## config.mk

```make
export PLATFORM = sky130hd
export DESIGN_NAME = pattern_merge_sched
export DESIGN_NICKNAME = d
export VERILOG_FILES = /design/src/rtl/pattern_merge_sched.sv
export SDC_FILE = /design/constraint.sdc
export NUM_CORES = 1
export LEC_CHECK = 0
export CAP_MARGIN = 25
export CORE_MARGIN = 2
export CORE_UTILIZATION = 41
export DETAILED_ROUTE_END_ITERATION = 16
export GPL_TIMING_DRIVEN = 1
export PLACE_DENSITY = 0.8
export SYNTH_ARGS = -nofsm -noshare
export SYNTH_HDL_FRONTEND = slang
export SYNTH_SLANG_ARGS = --single-unit
```

## constraint.sdc

```tcl
create_clock -name blif_clk_net -period 2.5 [get_ports blif_clk_net]
set_clock_uncertainty 0.05 [all_clocks]
set_input_delay 0.375 -clock blif_clk_net [delete_from_list [all_inputs] [get_ports blif_clk_net]]
set_output_delay 0.375 -clock blif_clk_net [all_outputs]
set_load 0.05 [all_outputs]
```

## src/rtl/pattern_merge_sched.sv

```systemverilog
// pattern_merge_sched: round-robin scheduler that time-shares one pattern datapath among NREQ requesters.
// Optional macro PMS_FLUSH_EN: zero dp_in for LAT cycles after each response to drain the datapath.
module pattern_merge_sched #(
   parameter int NREQ  = 4,
   parameter int IN_W  = 11,
   parameter int OUT_W = 8,
   parameter int LAT   = 2,
   parameter int ID_W  = (NREQ > 1) ? $clog2(NREQ) : 1
) (
   input  logic                 blif_clk_net,
   input  logic                 blif_reset_net,
   input  logic [NREQ-1:0]      req_valid,
   input  logic [NREQ*IN_W-1:0] req_data,
   output logic [NREQ-1:0]      req_ready,
   output logic [IN_W-1:0]      dp_in,
   input  logic [OUT_W-1:0]     dp_out,
   output logic                 rsp_valid,
   input  logic                 rsp_ready,
   output logic [ID_W-1:0]      rsp_id,
   output logic [OUT_W-1:0]     rsp_data,
   output logic                 busy
);
   localparam logic [1:0] IDLE  = 2'd0;
   localparam logic [1:0] DRIVE = 2'd1;
   localparam logic [1:0] RESP  = 2'd2;
   localparam logic [1:0] FLUSH = 2'd3;
   logic [1:0]       r_state;
   logic [ID_W-1:0]  r_rr_ptr;
   logic [3:0]       r_cnt;
   logic [IN_W-1:0]  r_job_data;
   logic [ID_W-1:0]  r_job_id;
   logic [IN_W-1:0]  r_dp_in;
   logic             r_rsp_valid;
   logic [ID_W-1:0]  r_rsp_id;
   logic [OUT_W-1:0] r_rsp_data;
   logic             r_busy;
   logic [NREQ-1:0]  w_grant;
   logic [ID_W-1:0]  w_gid;
   logic             w_hit;
   int               w_pos;
   logic [IN_W-1:0]  w_sel;
   logic             w_last;
   // search upward from rr_ptr, wrapping modulo NREQ
   always_comb begin
      w_gid = '0;
      w_hit = 1'b0;
      w_pos = 0;
      for (int k = 0; k < NREQ; k++) begin
         w_pos = int'(r_rr_ptr) + k;
         if (w_pos >= NREQ) w_pos = w_pos - NREQ;
         if (!w_hit && req_valid[w_pos[ID_W-1:0]]) begin
            w_hit = 1'b1;
            w_gid = w_pos[ID_W-1:0];
         end
      end
      w_grant = w_hit ? (NREQ'(1) << w_gid) : '0;
   end
   assign w_sel     = req_data[int'(w_gid)*IN_W +: IN_W];
   assign w_last    = (r_cnt == 4'(LAT-1));
   assign req_ready = (r_state == IDLE && blif_reset_net) ? w_grant : '0;
   assign dp_in     = r_dp_in;
   assign rsp_valid = r_rsp_valid;
   assign rsp_id    = r_rsp_id;
   assign rsp_data  = r_rsp_data;
   assign busy      = r_busy;
   always_ff @(posedge blif_clk_net) begin
      if (!blif_reset_net) begin
         r_state     <= IDLE;
         r_rr_ptr    <= '0;
         r_cnt       <= '0;
         r_job_data  <= '0;
         r_job_id    <= '0;
         r_dp_in     <= '0;
         r_rsp_valid <= 1'b0;
         r_rsp_id    <= '0;
         r_rsp_data  <= '0;
         r_busy      <= 1'b0;
      end else begin
         case (r_state)
            IDLE: begin
               r_dp_in <= '0;
               if (w_hit) begin
                  r_job_data <= w_sel;
                  r_job_id   <= w_gid;
                  r_dp_in    <= w_sel;
                  r_rr_ptr   <= (w_gid == ID_W'(NREQ-1)) ? '0 : w_gid + 1'b1;
                  r_cnt      <= '0;
                  r_state    <= DRIVE;
                  r_busy     <= 1'b1;
               end
            end
            DRIVE: begin
               r_cnt <= r_cnt + 1'b1;
               if (w_last) begin
                  r_rsp_data  <= dp_out;
                  r_rsp_id    <= r_job_id;
                  r_rsp_valid <= 1'b1;
                  r_state     <= RESP;
               end
            end
            RESP: begin
               if (rsp_ready) begin
                  r_rsp_valid <= 1'b0;
`ifdef PMS_FLUSH_EN
                  r_cnt   <= '0;
                  r_dp_in <= '0;
                  r_state <= FLUSH;
`else
                  r_dp_in <= '0;
                  r_state <= IDLE;
                  r_busy  <= 1'b0;
`endif
               end
            end
`ifdef PMS_FLUSH_EN
            FLUSH: begin
               r_cnt <= r_cnt + 1'b1;
               if (w_last) begin
                  r_state <= IDLE;
                  r_busy  <= 1'b0;
               end
            end
`endif
            default: begin
               r_state <= IDLE;
               r_busy  <= 1'b0;
               r_dp_in <= '0;
            end
         endcase
      end
   end
endmodule

```

# After elaboration in Yosys (flattened, before gate mapping)
# Index checks and enable logic that the tools add are counted.
# totals
in_bits	59
regBits	33
out_inout_bits	27
word_cells	91
# classes
multipliers	1
shift	2
n_mux	37
eq_ne	7
reduce_logical	17
add_sub_neg	9
bitwise	1
magnitude_cmp	8
# op_table
cell	count
$shiftx A44 B7 Y11	1
$pmux W11 S3	1
$mux W2	12
$mux W11	2
$lt A2 B3 Y1 const B	4
$mux W4	3
$mux W1	11
$ge A3 B3 Y1 const B	3
$reduce_and A3 Y1	3
$bmux W1 S2	4
$pmux W4 S2	1
$reduce_and A2 Y1	4
$sub A2 B1 Y2 const B	4
$add A2 B2 Y3 const B	2
$mul A2 B4 Y6 const B	1
$ne A2 B2 Y1 const B	3
$pmux W2 S3	1
$add A4 B1 Y4 const B	1
$eq A2 B2 Y1 const B	2
$eq A4 B1 Y1 const B	1
$logic_and A1 B1 Y1	4
$reduce_bool A2 Y1	2
$shl A1 B2 Y4 const A	1
$add A2 B1 Y3 const B	1
other kinds (8)	10

# Logic depth before layout (Yosys ltp)
# Gate-level depths: netlist of run 1.
# depth
ltp_word	18
ltp_mapped	7

# Least setup slack after synthesis of run 1
# No wires, ideal clock.
# synth_path
kind	reg-to-output
start	register r_rr_ptr[1]
end	output req_ready[1]
arrival_ns	1.803
slack_ns	0.272
path_stages_with_launch	7
path_cell_list	dfxtp_1 -> mux2i_1 -> nor2_1 -> nor3_4 -> buf_6 -> ha_1 -> and3_1
# synth_between
elab_chain_cells	17
elab_cells_between_ends	40
classes_between	add/sub (7); order compare (4); shift (1); mux (22); reduce/logical (6)
# synth_rtl
item	line	rtl
start: declaration	28	logic [ID_W-1:0] r_rr_ptr;
start signal: assignment	86	r_rr_ptr <= (w_gid == ID_W'(NREQ-1)) ? '0 : w_gid + 1'b1;
parallel branches: the longest is 13 deep, another holds $add A2 B1 Y3	--	
$mux W2 (*)	51	if (!w_hit && req_valid[w_pos[ID_W-1:0]]) begin
via w_gid[0]	38	logic [ID_W-1:0] w_gid;
$shl A1 B2 Y4 (*)	56	w_grant = w_hit ? (NREQ'(1) << w_gid) : '0;
$mux W4 (*)	56	
$mux W4 (*)	60	assign req_ready = (r_state == IDLE && blif_reset_net) ? w_grant : '0;
end: declaration	14	output logic [NREQ-1:0] req_ready,
# Mark *: on every way through the listed nets, which the timed path passes. The select of a mux whose other input is x is not followed.

# Final worst setup path of run 1
# layout_path
start	input req_valid[3]
end	output req_ready[0]
# layout_between
elab_chain_cells	15
elab_cells_between_ends	25
classes_between	shift (1); mux (18); reduce/logical (6)
# layout_rtl
item	line	rtl
start: declaration	12	input logic [NREQ-1:0] req_valid,
$bmux W1 S2	51	
$mux W1 (not written as such)	51	
$mux W1	51	
$logic_not A1 Y1	51	
$logic_and A1 B1 Y1	51	
$mux W1	51	
$logic_not A1 Y1	51	
$logic_and A1 B1 Y1	51	
$mux W1	51	
$logic_not A1 Y1	51	
$logic_and A1 B1 Y1	51	
$mux W2	51	
$shl A1 B2 Y4	56	
$mux W4 (*)	56	
$mux W4 (*)	60	
# Every way passes the cells marked *; elsewhere a longest branch is shown, timed or not. The select of a mux whose other input is x is not followed.

==> summary.txt, run 1 <==
Run status: finished clean
Fraction of the yosys area taken by sequential cells: 35.6%
Fillers: 348
Total number of nets in the final design: 346
Clock period minus worst slack: 2.43 ns
Max-capacitance violation count: 0
Leading post-synthesis cells by cell area: sky130_fd_sc_hd__dfxtp_1 36%, sky130_fd_sc_hd__mux2i_1 18%, sky130_fd_sc_hd__o221ai_2 7.3%
Starting density of the core: 42.7%
Top-count cell post-synth: sky130_fd_sc_hd__mux2i_1
Count of different cell masters after synthesis: 40
Critical Path Start Type: input pin
Total negative slack for setup checks: 0 ns
Number of standard cells after synthesis: 184
Count of state elements after synthesis: 33
Net switching power figure: 573 µW
Maximum number of pins on one net before global-route repair: 18
Endpoint arrival time on the critical path: 2.01 ns
Clock Pin Slew Worst Setup and Hold Paths: 0.07 ns
Final hold slack: 0.415 ns
Tightest slew margin relative to the limit: 65.0%
EDFF count, synth: 0
Power density cells: 577 nW/µm²
Worst Setup Path Type: in -> out
Total overflow reported by the global router: 0
Final count of negative-setup-slack endpoints: 0
Share of synthesized registers carrying an async set or reset: 0%
Post-route setup slack: 0.0686 ns
Post-route DRC violation count: 0
Worst path required time: 2.08 ns
CTS root buf: sky130_fd_sc_hd__clkbuf_8
Cell depth of the worst hold path: 2
Setup slack after placement: -0.0189 ns
Area of the core region: 4350 µm²
Final hold vios: 0
R2r worst-path depth: 6
Mean post-synth cell area: 10.1 µm²
Number of global-route vias before repair: 1684
Number of cell rows: 24
Post-synth top cells: 34 x sky130_fd_sc_hd__mux2i_1, 33 x sky130_fd_sc_hd__dfxtp_1, 21 x sky130_fd_sc_hd__nor2b_1
Total CTS buffers: 5
Post-Route WL: 4.71 mm
Total of buffers placed on input and output ports: 85
RSZ-0062 raised after global routing: false
Weighted congestion reported at the end of routability-driven placement: 0.736
Post-synth net total: 249
Via count: 1672
Total die area: 5090 µm²
Clock tree from TritonCTS: built
Sequential cell fraction of total power: 35.8%
Cell-internal power: 1130 µW
Portion of the clock cycle consumed by the worst path in the final layout: 97.3%
Count of pins over their slew limit: 0
DR vias/cell: 5.01
Number of warning messages in the yosys log: 0
Proportion of power drawn by the clock network: 26.3%
Detail-routed net length per standard cell: 14.1 µm
Total standard cell area after synthesis: 1860 µm²
Highest clock frequency the design can meet: 411 MHz
Die Span X: 71.3 µm
Maximum fanout along the worst path: 7
Number of antenna violations at the first check in global routing: 0
Wire length of the first global-routing pass: 7.86 mm
Cell accounting for the most synthesized area: sky130_fd_sc_hd__dfxtp_1
Flip-flop cell with the highest count after synthesis: sky130_fd_sc_hd__dfxtp_1
Total number of H-tree levels: 2
HPWL after DPL: 3.65 mm
Max clock buf depth: 2
Syn-to-layout area delta: 58.5%
Cts-stage hold buffer count: 0
Maximum ir drop on the vdd rail: 0.000348 V
Type of the tightest min-delay check: reg -> reg
Number of DRC markers in iteration 0: 82
Worst Setup End Kind: primary output
Area share of the largest cell type after synthesis: 35.6%
Io pins: 86
Number of antenna repair diodes: 0
Part of the total power dissipated in combinational logic: 37.9%
Height of the die: 71.3 µm
Global-route usage over all layers: 19.4%
Total iterations of the first detailed-routing run: 4
Leakage dissipation: 0.00115 µW
Worst skew pair latency: 0.29 ns
Least-Margin Pin Slew: 0.523 ns
Net switching share of the total power: 33.7%
Post-route antenna net violation count: 0
Total number of clock tree sinks: 33
Share of post-route cells with drive strength above 1: 16.3%
-- sequential cells by signal, summed over array words and instances (netlist names) --
name,flops
dp_in,11
rsp_data,8
r_cnt,4
r_job_id,2
r_rr_ptr,2
r_state,2
rsp_id,2
busy,1
rsp_valid,1
-- power by group through the flow --
| stage | Combinational, µW | Clock (µW) | Sequential [µW] |
|---|---|---|---|
| floorplan | 286 | 0 | 733 |
| global placement | 635 | 0 | 617 |
| detailed placement | 641 | 0 | 620 |
| CTS | 648 | 461 | 608 |
| global route | 687 | 486 | 615 |
| finish | 643 | 446 | 608 |
-- timing repair --
item	CTS	global route
endpoints found under the setup margin	1	4
setup buffers	1	0
hold endpoints to repair	0	0
resized for setup	1	3
pin swaps	0	2
-- per-layer routing --
layer	vias to the layer above	track usage, %	part of all wire, %	routed length [µm]
met1	776	25.3	45	2120
met5	-	0	0	0
met3	11	3.23	3.4	162
met2	35	31.5	49	2310
li1	850	-	-	-
met4	0	8.81	2.7	125
-- critical path, cell delays in order --
cell	delay [ns]
sky130_fd_sc_hd__clkdlybuf4s50_1	0.48
sky130_fd_sc_hd__or4_1	0.52
sky130_fd_sc_hd__nor3b_2	0.22
sky130_fd_sc_hd__and3_1	0.22
sky130_fd_sc_hd__buf_4	0.19
-- kinds of logic after synthesis --
kind of cell               Yosys count  synth area share, %
and+or+nand+nor                     64                 21.0
muxes                               35                 18.9
DFF                                 33                 35.6
AOI/OAI and AO/OA                   31                 15.5
buffers and inverters               14                 4.51
adders and majority gates            6                 4.04
xor gates and xnor gates             1                0.471
-- area by class of cell --
class / count / area (µm²) / share of cell area, %
Timing Repair Buffer: 100 / 986 / 33.5
Clock buffer: 7 / 96.3 / 3.27
Inverter: 4 / 17.5 / 0.595
Clock inverter: 1 / 5.00 / 0.170
Multi-Input combinational cell: 137 / 1110 / 37.8
Sequential cell: 33 / 661 / 22.4
Tap cell: 52 / 65.1 / 2.21
-- path summary, 6_finish.rpt --
kind                 from           end  slack, ns
max          req_valid[3]  req_ready[0]       0.07
min              dp_in[5]      dp_in[5]       0.41
max reg2reg   r_rr_ptr[1]      dp_in[2]       0.58
min reg2reg      dp_in[5]      dp_in[5]       0.41
-- layout by cell type, fill, tap and decap left out, drive strengths merged, types with 2 or more instances in the layout --
cell type,count
nand2,18
o21ai,4
mux2i,34
buf,19
clkdlybuf4s50,78
dfxtp,33
o221ai,9
nor2b,21
o21bai,2
dlymetal6s2s,2
a21oi,6
nand3,3
nor3b,3
ha,6
o21a,2
o211ai,2
and3,4
clkbuf,7
inv,4
nand2b,2
nor2,8
a211o,2
-- metrics by stage --
step	utilization [%]	instances	power [µW]	cell area (µm²)
after detailed placement	64.9	325	1260	2830
after floorplan	-	184	1020	1860
after CTS	67.4	334	1720	2940
final	67.6	334	1700	2940
after global placement	64.9	325	1250	2830
after global routing	67.6	334	1790	2940
Power figures use the tool's default switching activity.
==> run 2: changes to the inputs <==
Settings changed: CORE_MARGIN 2 to unset, CORE_UTILIZATION 41 to 43, CTS_BUF_LIST set to sky130_fd_sc_hd__clkbuf_4, PLACE_DENSITY 0.8 to 0.83.
==> summary.txt, run 2 (same netlist as run 1, synthesis figures left out) <==
Run status: finished clean
Cts-stage hold buffer count: 0 (unchanged)
Global-route usage over all layers: 20.9% (+1.5 points)
Total negative slack for setup checks: 0 ns (unchanged)
Leakage dissipation: 0.00111 µW (-4.0%)
Area of the core region: 4090 µm² (-6.1%)
Portion of the clock cycle consumed by the worst path in the final layout: 95.5% (-1.8 points)
Total number of nets in the final design: 343 (-0.87%)
Critical Path Start Type: input pin
Total number of clock tree sinks: 33 (unchanged)
Final count of negative-setup-slack endpoints: 0 (unchanged)
Max clock buf depth: 2 (unchanged)
Final hold vios: 0 (unchanged)
Largest register FFs: 11 (unchanged)
DR vias/cell: 5.04 (+0.61%)
Max-capacitance violation count: 0 (unchanged)
CTS root buf: sky130_fd_sc_hd__clkbuf_4
Power density cells: 543 nW/µm² (-5.9%)
Count of pins over their slew limit: 0 (unchanged)
Number of DRC markers in iteration 0: 59 (-28%)
Via count: 1657 (-0.90%)
Worst path required time: 2.08 ns (about the same)
Number of global-route vias before repair: 1553 (-7.8%)
Proportion of power drawn by the clock network: 20.5% (-5.8 points)
Detail-routed net length per standard cell: 13.8 µm (-2.4%)
Clock Pin Slew Worst Setup and Hold Paths: 0.11 ns (+0.04 ns)
Weighted congestion reported at the end of routability-driven placement: 0.748 (+1.6%)
Number of cell rows: 23 (-4.2%)
Net switching share of the total power: 37.3% (+3.6 points)
Post-route DRC violation count: 0 (unchanged)
Share of post-route cells with drive strength above 1: 15.8% (-0.54 points)
Number of antenna repair diodes: 0 (unchanged)
Number of antenna violations at the first check in global routing: 0 (unchanged)
Maximum ir drop on the vdd rail: 0.000401 V (+15%)
Clock tree from TritonCTS: built
Cell-internal power: 978 µW (-13%)
Total die area: 4590 µm² (-9.8%)
Maximum number of pins on one net before global-route repair: 23 (+5)
Net switching power figure: 583 µW (+1.7%)
Sequential cell fraction of total power: 38.9% (+3.1 points)
Total overflow reported by the global router: 0 (unchanged)
Io pins: 86 (unchanged)
Starting density of the core: 45.5% (+2.8 points)
Clock period minus worst slack: 2.39 ns (-0.0438 ns)
Post-route antenna net violation count: 0 (unchanged)
HPWL after DPL: 3.50 mm (-4.2%)
Most common cell after layout, fill and taps aside: sky130_fd_sc_hd__clkdlybuf4s50_1
Type of the tightest min-delay check: reg -> reg
Number of placed instances, taps included: 321 (-1.2%)
Die Span X: 67.7 µm (-5.0%)
Part of the total power dissipated in combinational logic: 40.6% (+2.7 points)
Final Instance Count excl. Fillers: 329 (-1.5%)
Wire length of the first global-routing pass: 7.04 mm (-10%)
Tightest slew margin relative to the limit: 63.5% (-1.5 points)
Total of buffers placed on input and output ports: 85 (unchanged)
Worst skew pair latency: 0.35 ns (+0.06 ns)
Height of the die: 67.7 µm (-5.0%)
Syn-to-layout area delta: 54.7%
Total iterations of the first detailed-routing run: 4 (unchanged)
Least-Margin Pin Slew: 0.546 ns (+0.0224 ns)
Total CTS buffers: 5 (unchanged)
Highest clock frequency the design can meet: 419 MHz (+1.8%)
Worst Setup Path Type: in -> out
Top library cells by usage in the layout, fill and taps aside: 78 x sky130_fd_sc_hd__clkdlybuf4s50_1, 34 x sky130_fd_sc_hd__mux2i_1, 32 x sky130_fd_sc_hd__dfxtp_1, 21 x sky130_fd_sc_hd__nor2b_1, 15 x sky130_fd_sc_hd__nand2_1
Total number of H-tree levels: 2 (unchanged)
Endpoint arrival time on the critical path: 1.96 ns (-0.05 ns)
Worst Setup End Kind: primary output
Maximum fanout along the worst path: 6 (-1)
RSZ-0062 raised after global routing: false
Post-Route WL: 4.53 mm (-3.8%)
==> run 2: cell types whose count changed in the layout (fill, tap and decap cells not counted), sizes merged <==
cell / before / now
buf: 19 / 16
clkbuf: 7 / 5
clkinv: 1 / 0
clkinvlp: 0 / 3
==> run 2: metrics by stage <==
stage	total power (µW)	util [%]	hold WS, ns	setup WS (ns)	cell area [µm²]
final	1560	70.4	0.428	0.112	2880
after global routing	1640	70.4	0.458	0.0197	2880
after CTS	1570	70.2	0.432	0.0434	2870
after detailed placement	1260	68.8	0.405	-0.0115	2810
after global placement	1250	68.8	0.395	0.00110	2810
after floorplan	1020	-	0.432	0.272	1860
==> run 2: path summary, 6_finish.rpt <==
kind / from / end / slack (ns) / cells after the start
worst max-delay path: req_valid[3] / req_ready[1] / 0.11 / 5
worst min-delay path: dp_in[7] / dp_in[7] / 0.43 / 2
worst max register to register: r_rr_ptr[1] / dp_in[6] / 0.60 / 6
worst min register to register: dp_in[7] / dp_in[7] / 0.43 / 2
==> run 2: layout make-up <==
class | count | area (µm²)
repair buffers | 97 | 960
inverters | 4 | 17.5
multi-input cells | 137 | 1110
flip-flops and latches | 33 | 662
clock inverters | 3 | 22.5
well taps | 50 | 62.6
fillers | 341 | 1210
clock buffers | 5 | 37.5
==> run 2: power by group through the flow <==
stage	Clock [µW]	Sequential (µW)	Combinational, µW
after floorplan	0	733	286
after global placement	0	617	629
after detailed placement	0	619	636
after CTS	320	607	639
after global routing	347	616	673
final	320	607	633
==> run 2: critical path, cell delays in order <==
cell                              delay (ns)
sky130_fd_sc_hd__clkdlybuf4s50_1        0.48
sky130_fd_sc_hd__or4_1                  0.51
sky130_fd_sc_hd__nor3b_2                0.21
sky130_fd_sc_hd__and3_1                 0.24
sky130_fd_sc_hd__buf_12                 0.15
==> run 2: repair_timing <==
action | CTS | global route
pin swaps | 0 | 1
setup buffers | 0 | 0
setup endpoints to repair | 1 | 4
resized for setup | 1 | 3
==> run 2: per-layer routing <==
layer  vias to the layer above  track usage, %  routed length [µm]
met5                         -               0                   0
met4                         0            12.0                 114
met3                        11            4.39                 203
met2                        42            31.7                2120
met1                       761            27.1                2100
li1                        843               -                   -
